$ cat config.mk
export PLATFORM = sky130hd
export DESIGN_NAME = pipe_skid_reg
export DESIGN_NICKNAME = d
export VERILOG_FILES = /design/src/rtl/pipe_pkg.sv /design/src/rtl/sat_counter.sv /design/src/rtl/pipe_skid_reg.sv
export SDC_FILE = /design/constraint.sdc
export NUM_CORES = 1
export LEC_CHECK = 0
export CAP_MARGIN = 20
export CORE_ASPECT_RATIO = 1.25
export CORE_MARGIN = 8
export CORE_UTILIZATION = 45
export CTS_CLUSTER_SIZE = 40
export DETAILED_ROUTE_END_ITERATION = 12
export PLACE_DENSITY = 0.73
export SLEW_MARGIN = 5
export SYNTH_ARGS = -nofsm -noshare
export SYNTH_HDL_FRONTEND = slang
export SYNTH_SLANG_ARGS = --single-unit
$ cat constraint.sdc
create_clock -name clk -period 6.6 [get_ports clk]
set_input_delay 1.32 -clock clk [delete_from_list [all_inputs] [get_ports clk]]
set_output_delay 1.32 -clock clk [all_outputs]
set_load 0.01 [all_outputs]
$ cat src/rtl/pipe_pkg.sv
// Shared definitions for pipeline stage registers: occupancy states, per-stage
// payload widths and control-bit positions.
package pipe_pkg;

    typedef enum logic [1:0] {
        EMPTY = 2'd0,
        BUSY  = 2'd1,
        FULL  = 2'd2
    } state_e;

    localparam int MEMWB_DATA_W = 69;
    localparam int MEMWB_CTRL_W = 2;

    localparam int CTRL_REGWRITE = 0;
    localparam int CTRL_MEMTOREG = 1;

endpackage

$ cat src/rtl/sat_counter.sv
// Saturating up-counter with asynchronous active-high reset; sticks at all-ones.
module sat_counter
    import pipe_pkg::*;
#(
    parameter int CNT_W = 16
) (
    input  logic             clk,
    input  logic             rst,
    input  logic             inc,
    output logic [CNT_W-1:0] count
);

    logic [CNT_W-1:0] count_q;
    logic [CNT_W-1:0] count_d;

    function automatic logic [CNT_W-1:0] sat_inc(input logic [CNT_W-1:0] v);
        return (&v) ? v : v + 1'b1;
    endfunction

    always_comb begin
        count_d = count_q;
        if (inc) begin
            count_d = sat_inc(count_q);
        end
    end

    always_ff @(posedge clk or posedge rst) begin
        if (rst) begin
            count_q <= '0;
        end else begin
            count_q <= count_d;
        end
    end

    assign count = count_q;

endmodule

$ cat src/rtl/pipe_skid_reg.sv
// Pipeline stage register with valid/ready handshake backed by a two-entry
// skid buffer, synchronous flush (bubble insertion) and a stall-cycle counter.
module pipe_skid_reg
    import pipe_pkg::*;
#(
    parameter int DATA_W = MEMWB_DATA_W,
    parameter int CTRL_W = MEMWB_CTRL_W,
    parameter int CNT_W  = 16
) (
    input  logic              clk,
    input  logic              rst,
    input  logic              flush,
    input  logic              in_valid,
    output logic              in_ready,
    input  logic [DATA_W-1:0] in_data,
    input  logic [CTRL_W-1:0] in_ctrl,
    output logic              out_valid,
    input  logic              out_ready,
    output logic [DATA_W-1:0] out_data,
    output logic [CTRL_W-1:0] out_ctrl,
    output logic [CNT_W-1:0]  stall_cnt
);

    state_e            state_q,     state_d;
    logic [DATA_W-1:0] main_data_q, main_data_d;
    logic [CTRL_W-1:0] main_ctrl_q, main_ctrl_d;
    logic [DATA_W-1:0] skid_data_q, skid_data_d;
    logic [CTRL_W-1:0] skid_ctrl_q, skid_ctrl_d;
    logic              in_ready_q,  in_ready_d;

    logic in_fire;
    logic out_fire;
    logic main_valid;

    assign main_valid = (state_q != EMPTY);
    assign in_fire    = in_valid & in_ready_q;
    assign out_fire   = main_valid & out_ready;

    always_comb begin
        state_d     = state_q;
        main_data_d = main_data_q;
        main_ctrl_d = main_ctrl_q;
        skid_data_d = skid_data_q;
        skid_ctrl_d = skid_ctrl_q;

        if (flush) begin
            // Bubble: anything arriving this cycle is dropped along with both slots.
            state_d     = EMPTY;
            main_data_d = '0;
            main_ctrl_d = '0;
            skid_data_d = '0;
            skid_ctrl_d = '0;
        end else begin
            unique case (state_q)
                EMPTY: begin
                    if (in_fire) begin
                        state_d     = BUSY;
                        main_data_d = in_data;
                        main_ctrl_d = in_ctrl;
                    end
                end
                BUSY: begin
                    if (in_fire && out_fire) begin
                        main_data_d = in_data;
                        main_ctrl_d = in_ctrl;
                    end else if (in_fire) begin
                        state_d     = FULL;
                        skid_data_d = in_data;
                        skid_ctrl_d = in_ctrl;
                    end else if (out_fire) begin
                        // Data is left in place so out_data holds its last value.
                        state_d     = EMPTY;
                        main_ctrl_d = '0;
                    end
                end
                FULL: begin
                    // in_ready is low here, so only the drain side can move.
                    if (out_fire) begin
                        state_d     = BUSY;
                        main_data_d = skid_data_q;
                        main_ctrl_d = skid_ctrl_q;
                        skid_ctrl_d = '0;
                    end
                end
                default: begin
                    state_d     = EMPTY;
                    main_ctrl_d = '0;
                end
            endcase
        end
    end

    assign in_ready_d = (state_d != FULL);

    always_ff @(posedge clk or posedge rst) begin
        if (rst) begin
            state_q     <= EMPTY;
            main_data_q <= '0;
            main_ctrl_q <= '0;
            skid_data_q <= '0;
            skid_ctrl_q <= '0;
            in_ready_q  <= 1'b1;
        end else begin
            state_q     <= state_d;
            main_data_q <= main_data_d;
            main_ctrl_q <= main_ctrl_d;
            skid_data_q <= skid_data_d;
            skid_ctrl_q <= skid_ctrl_d;
            in_ready_q  <= in_ready_d;
        end
    end

    assign in_ready  = in_ready_q;
    assign out_valid = main_valid;
    assign out_data  = main_data_q;
    assign out_ctrl  = main_valid ? main_ctrl_q : '0;

    sat_counter #(
        .CNT_W (CNT_W)
    ) u_stall_cnt (
        .clk   (clk),
        .rst   (rst),
        .inc   (main_valid & ~out_ready),
        .count (stall_cnt)
    );

endmodule
; Yosys cells after proc, flatten, opt, wreduce, memory -nomap -nowiden
; Index checks and enable logic that the tools add are counted.
; W data, S select, Z words.
[classes]
addsub = 1
n_eq_ne = 11
muxes = 26
bitwise = 5
n_reduce_logical = 13
[ops]
columns = cell, count
row1 = $mux W69, 7
row2 = $pmux W69 S3, 1
row3 = $mux W2, 15
row4 = $add A16 B1 Y16 const B, 1
row5 = $reduce_and A16 Y1, 1
row6 = $ne A3 B3 Y1 const B, 5
row7 = $pmux W2 S3, 2
row8 = $reduce_and A4 Y1, 3
row9 = $ne A4 B4 Y1 const B, 2
row10 = $reduce_bool A2 Y1, 3
row11 = $ne A2 B2 Y1 const B, 2
row12 = $pmux W2 S2, 1
row13 = $reduce_bool A4 Y1, 1
row14 = $and A1 B1 Y1, 3
row15 = $reduce_and A3 Y1, 1
row16 = $reduce_bool A3 Y1, 1
row17 = $eq A2 B1 Y1 const B, 1
row18 = $eq A2 B2 Y1 const B, 1
row19 = $logic_not A2 Y1, 1
row20 = $not A1 Y1, 2
row21 = $reduce_and A2 Y1, 1
row22 = $logic_and A1 B1 Y1, 1
[word_totals]
ff_bits = 161
inputBits = 76

; Logic depth before layout (Yosys ltp)
[logic_depth]
ltp_word = 8
ltp_mapped = 7

; Hierarchy
; A second synthesis with hierarchy kept.
[unflattened]
cells_unflattened = 594
area_unflattened_um2 = 6751.5
[modules_own_cells]
columns = module, instances, cells_per_inst, area_each_um2, seq_area_each_um2
row1 = pipe_skid_reg, 1, 521, 5953.2, 3629.7
row2 = sat_counter, 1, 73, 798.3, 400.4

; Least setup slack after synthesis
; OpenSTA, ideal clock, no wires.
[synth_timing]
path_type = input-to-reg
from = input port in_valid
to = register main_data_q[32], in the netlist out_data[32]
setup_time_ns = 0.127
arrival_ns = 2.502
required_time_ns = 6.473
setup_slack_ns = 3.971
path_stages = 5
path_cell_list = and3b_2 a211oi_4 buf_4 buf_6 mux2_1
[synth_between]
elab_chain_len = 4
elab_cells_between_ends = 5
classes_between = eq/ne: 2 / bitwise: 1 / reduce/logical: 2
[synth_rtl]
columns = element, line_no
row1 = start: declaration, pipe_skid_reg.sv:13  ; input logic in_valid,
row2 = $and A1 B1 Y1 (*), pipe_skid_reg.sv:36  ; assign in_fire = in_valid & in_ready_q;
row3 = $logic_and A1 B1 Y1, pipe_skid_reg.sv:63  ; if (in_fire && out_fire) begin
row4 = $ne A3 B3 Y1 (no source line), n/a
row5 = $reduce_and A4 Y1 (no source line) (*), n/a
row6 = end signal: assignment, pipe_skid_reg.sv:105  ; main_data_q <= main_data_d;
row7 = end: declaration, pipe_skid_reg.sv:25  ; logic [DATA_W-1:0] main_data_q, main_data_d;
; Mark *: on every way between the ends. The rest lies on a longest branch, timed or not.
; A chain may end at the register's enable or synchronous reset.

; Final worst setup path
[layout_timing]
from = input port out_ready
to = register skid_data_q[53]
[layout_between]
elab_chain_len = 4
[layout_rtl]
columns = element, line_no
row1 = start: declaration, pipe_skid_reg.sv:18  ; input logic out_ready,
row2 = $and A1 B1 Y1, pipe_skid_reg.sv:37  ; assign out_fire = main_valid & out_ready;
row3 = $logic_and A1 B1 Y1, pipe_skid_reg.sv:63
row4 = $ne A2 B2 Y1 (no source line), n/a
row5 = $reduce_and A3 Y1 (no source line), n/a
row6 = end signal: assignment, pipe_skid_reg.sv:107  ; skid_data_q <= skid_data_d;
row7 = end: declaration, pipe_skid_reg.sv:27  ; logic [DATA_W-1:0] skid_data_q, skid_data_d;
; No other way between the ends.

==> run summary <==
The flow ran to the end, and the final reports show no timing, DRC or antenna violations. By area, the combinational part of the netlist is dominated by compound AO/OA/AOI/OAI gates. The initial utilization of the core area, before any placement, comes to 0.4604. Summing all flip-flop and latch instances after layout gives 4030 sq um. The number of placed instances, taps included is about 990.

For this run, the slowest stage of the critical path takes 0.66 ns. The TritonCTS sink count came out at 161. The worst setup path is launched from an input pin. When the netlist entered floorplanning its net count stood at 733.

The number of cells produced by synthesis is about 660. The largest voltage drop on the vdd net is 0.0001789 V. For this design the static power due to leakage is 4.241 nW. For the worst setup path, the data arrival time is 3.92 ns. The number of endpoints with negative hold slack in the final report is 0. The worst setup path is of the in -> reg kind. The unique cell type count in the Yosys netlist came out at 42. The library cell occupying the most area in the post-synthesis netlist is sky130_fd_sc_hd__dfrtp_1. The top fanout value on the critical path came out at a little over 70. Counting flops with a built-in enable in the synthesized netlist gives 0.

The root buffer cell chosen for the clock tree is sky130_fd_sc_hd__clkbuf_16. A synthesized cell averages 10.93 sq um. The detailed-route DRC error count is 0. The area of the mapped netlist came out at 7168 sq um. Setup repair after global routing left no endpoint under its margin. At the end of the flow, the number of nets in the layout was 873.

Using the TritonRoute via totals, the vias-per-cell ratio works out to 5.613. Of the total synthesized cell area, the portion taken by AND, OR, NAND and NOR gates is 0.1210. The first-pass detailed-route iteration total is 5. The count of antenna diodes in the layout came out at 0. The fraction of final layout cells sized beyond drive strength 1 is 0.1337. The die width is between 100 and 150 um.

The H-tree generated during clock tree synthesis spans 4 levels. For this run, the share of the core covered by cells in the final layout is 0.6107. The height of the chip is ~160 um. The area enclosed by the die boundary came out at 20250 sq um.

Among all cell types in the netlist, the one instantiated most often is sky130_fd_sc_hd__dfrtp_1. The congestion estimate from routability-driven global placement came to just over 0.8. The final-layout worst hold slack is 0.5010 ns. The CTS tree is yes. For this design the top-level I/O count stands at 165. Buffers inserted during clock tree synthesis total 17. STA classifies the critical path endpoint as a flip-flop. The wire length of the first global-routing pass is 31850 um.

The worst-skew pair later-pin latency is approximately 0.42 ns. The final-report setup violation count came out at 0. The number of placement rows came out at 51. Of the synthesized area, sequential elements account for 0.5622.

Measured against the total synthesized area, the mux share comes to 0.1131. The adder-cell area share of the yosys netlist is 0.001746. The final wirelength is 19540 um. The pin count of the biggest net entering global routing is approximately 110. Static timing analysis puts the maximum clock frequency at 0.2801 GHz. The met3 routed wirelength came out at 1383 um.

The post-route non-filler standard cell count came out at 1020. The number of max-capacitance violations reported came out at 0. The final worst clock skew is about 0.0084 ns. For this run, the leading register cell type out of synthesis is sky130_fd_sc_hd__dfrtp_1. The detailed router finished its first iteration with 526 violations. The met1 layer wirelength in the final routing came out at ~8000 um.

Dividing the detail-routed wire length by the instance count gives approximately 19 um. The worst slew slack as a fraction of its limit came out at 0.3675. The power density over the cells came out at roughly 270 nW/um^2. The summed negative setup slack over all endpoints came out at 0 ns. During synthesis, Yosys emitted a total of 0 warnings.

The met2 wire length came out at 9681 um. The signal on the critical path passes through clkdlybuf4s50_1 -> nor2b_1 -> a21oi_4 -> buf_4 -> nor3_4 -> buf_4 -> a22o_1. The overall global routing resource usage is 0.2002. The placed wire-length estimate after detailed placement is 12660 um. The number of global-route vias before repair came out at 6114. Compared with the post-synthesis result, the final layout area differs by 32.64%. The synthesized design contains between 150 and 200 register bits. The number of hold buffers added after CTS was 0. The cell repeated most along the worst path is sky130_fd_sc_hd__buf_4.

The slowest stage of the critical path is the sky130_fd_sc_hd__buf_4 cell. The post-CTS resize count is 0. The clock passes through at most 2 buffers. The initial antenna violation count is 0. Once detail routing completed, the nets flagged for antenna violations numbered 0. The highest routing layer actually used is met4. The register clock-pin slew on the reported worst setup and hold paths came out at 0.06 ns. The area of the placeable core is between 15000 and 20000 sq um. The total setup buffers inserted after CTS is 0. After filler insertion, the fill cell instance count of the layout stands at ~1300. The final period demand of the worst path is 3.570 ns. The buffers plus inverters on the worst setup path came out at 3.

The max-slew violation total from the final report was 0. The proportion of register bits with asynchronous set or reset after synthesis came out at 1.000. In the final layout, the multi-input gates occupy 2902 sq um.

In the finished design, the share of the clock period the worst path needs comes to 0.5410. The detailed router placed about 5700 vias in this run. Of the total synthesized cell area, the portion taken by XOR and XNOR cells is 0.01466. At the worst endpoint, the required time is 6.95 ns. The area share of the leading cell type in the synthesized netlist is 0.5586. Yosys attributes the largest share of cell area to sky130_fd_sc_hd__dfrtp_1, sky130_fd_sc_hd__mux2_2, sky130_fd_sc_hd__a22o_1. The family of cells with the greatest summed delay on the critical path is buffers and inverters. The class of the most critical hold timing path is reg -> reg. For this run the aggregate overflow at the end of global routing stands at 0. The measured slew at the worst slew-check pin is 0.9487 ns. The total power came out at 2.578 mW. The synthesized-area fraction occupied by ao, oa, aoi and oai cells is 0.1519. Input and output buffers added on the ports amount to 164. Sorting the synthesized cells by how often they occur yields sky130_fd_sc_hd__dfrtp_1, sky130_fd_sc_hd__nand2_1, sky130_fd_sc_hd__a21oi_1.
where the power goes:
group	internal (mW)	switching, mW
Clock	0.584	0.371
Combinational	0.250	0.205
Sequential	1.09	0.0791
Total	1.92	0.656
sequential cells by signal, indices dropped and copies added, names as in the netlist:
signal,cells
state_q,2
skid_ctrl_q,2
u_stall_cnt.count,16
skid_data_q,69
main_ctrl_q,2
in_ready,1
out_data,69
per-layer routing:
| layer | vias up | GRT usage |
|---|---|---|
| li1 | 2577 | - |
| met1 | 2897 | 0.2400 |
| met2 | 227 | 0.3329 |
| met3 | 24 | 0.06026 |
| met4 | 0 | 0.07179 |
| met5 | - | 0 |
cell families after synthesis:
logic type | Yosys count
multiplexers | 72
AND/OR/NAND/NOR | 198
buffers and inverters | 57
AO/OA/AOI/OAI | 155
XOR/XNOR | 12
adder cells (fa/ha/maj) | 1
flip-flops | 161
path summary, 6_finish.rpt:
check	to	depth (start not counted)	slack (ns)	startpoint
min in group asynchronous	skid_data_q[16]$_DFFE_PP0P_	2	1.49	rst
worst min-delay path	out_data[38]$_DFFE_PP0P_	1	0.50	out_data[38]$_DFFE_PP0P_
max in group asynchronous	skid_data_q[53]$_DFFE_PP0P_	3	3.87	rst
worst max-delay path	skid_data_q[53]$_DFFE_PP0P_	7	3.03	out_ready
worst max register to register	skid_data_q[53]$_DFFE_PP0P_	6	4.03	state_q[0]$_DFF_PP0_
worst min register to register	out_data[38]$_DFFE_PP0P_	1	0.50	out_data[38]$_DFFE_PP0P_
placed cells by master (no fill, tap or decap), types with 4 or more instances in the layout:
cell type,n
sky130_fd_sc_hd__clkdlybuf4s50_1,163
sky130_fd_sc_hd__dfrtp_1,160
sky130_fd_sc_hd__nand2_1,149
sky130_fd_sc_hd__a21oi_1,75
sky130_fd_sc_hd__a22o_1,69
sky130_fd_sc_hd__mux2_2,62
sky130_fd_sc_hd__clkbuf_16,17
sky130_fd_sc_hd__mux2_1,10
sky130_fd_sc_hd__nand3_1,8
sky130_fd_sc_hd__xnor2_1,8
sky130_fd_sc_hd__nor3_1,7
sky130_fd_sc_hd__nor2_1,6
sky130_fd_sc_hd__nand4_1,6
sky130_fd_sc_hd__clkbuf_1,6
sky130_fd_sc_hd__buf_4,6
sky130_fd_sc_hd__inv_1,5
sky130_fd_sc_hd__xor2_1,4
final cells by class:
type / count / area share
inverter: 6 / 0.002895
sequential: 161 / 0.4239
clock buffer: 26 / 0.05145
timing repair buffer: 172 / 0.1806
clock inverter: 5 / 0.008159
tap: 212 / 0.02790
multi-input combinational: 438 / 0.3052
worst reg2reg max path, delay by kind of cell, from the launching register on:
kind | cells | cell delay [ns]
AOI/OAI and AO/OA | 2 | 0.35
and+or+nand+nor | 2 | 0.56
DFF | 1 | 0.55
buffers and inverters | 2 | 1.05
through the flow:
stage	cell area (sq um)	setup slack, ns
after floorplan	7168	0.9334
after global routing	9508	2.882
final	9508	3.030
after detailed placement	8926	2.423
after CTS	9493	2.874
after global placement	8926	2.580
Power figures use the tool's default switching activity.
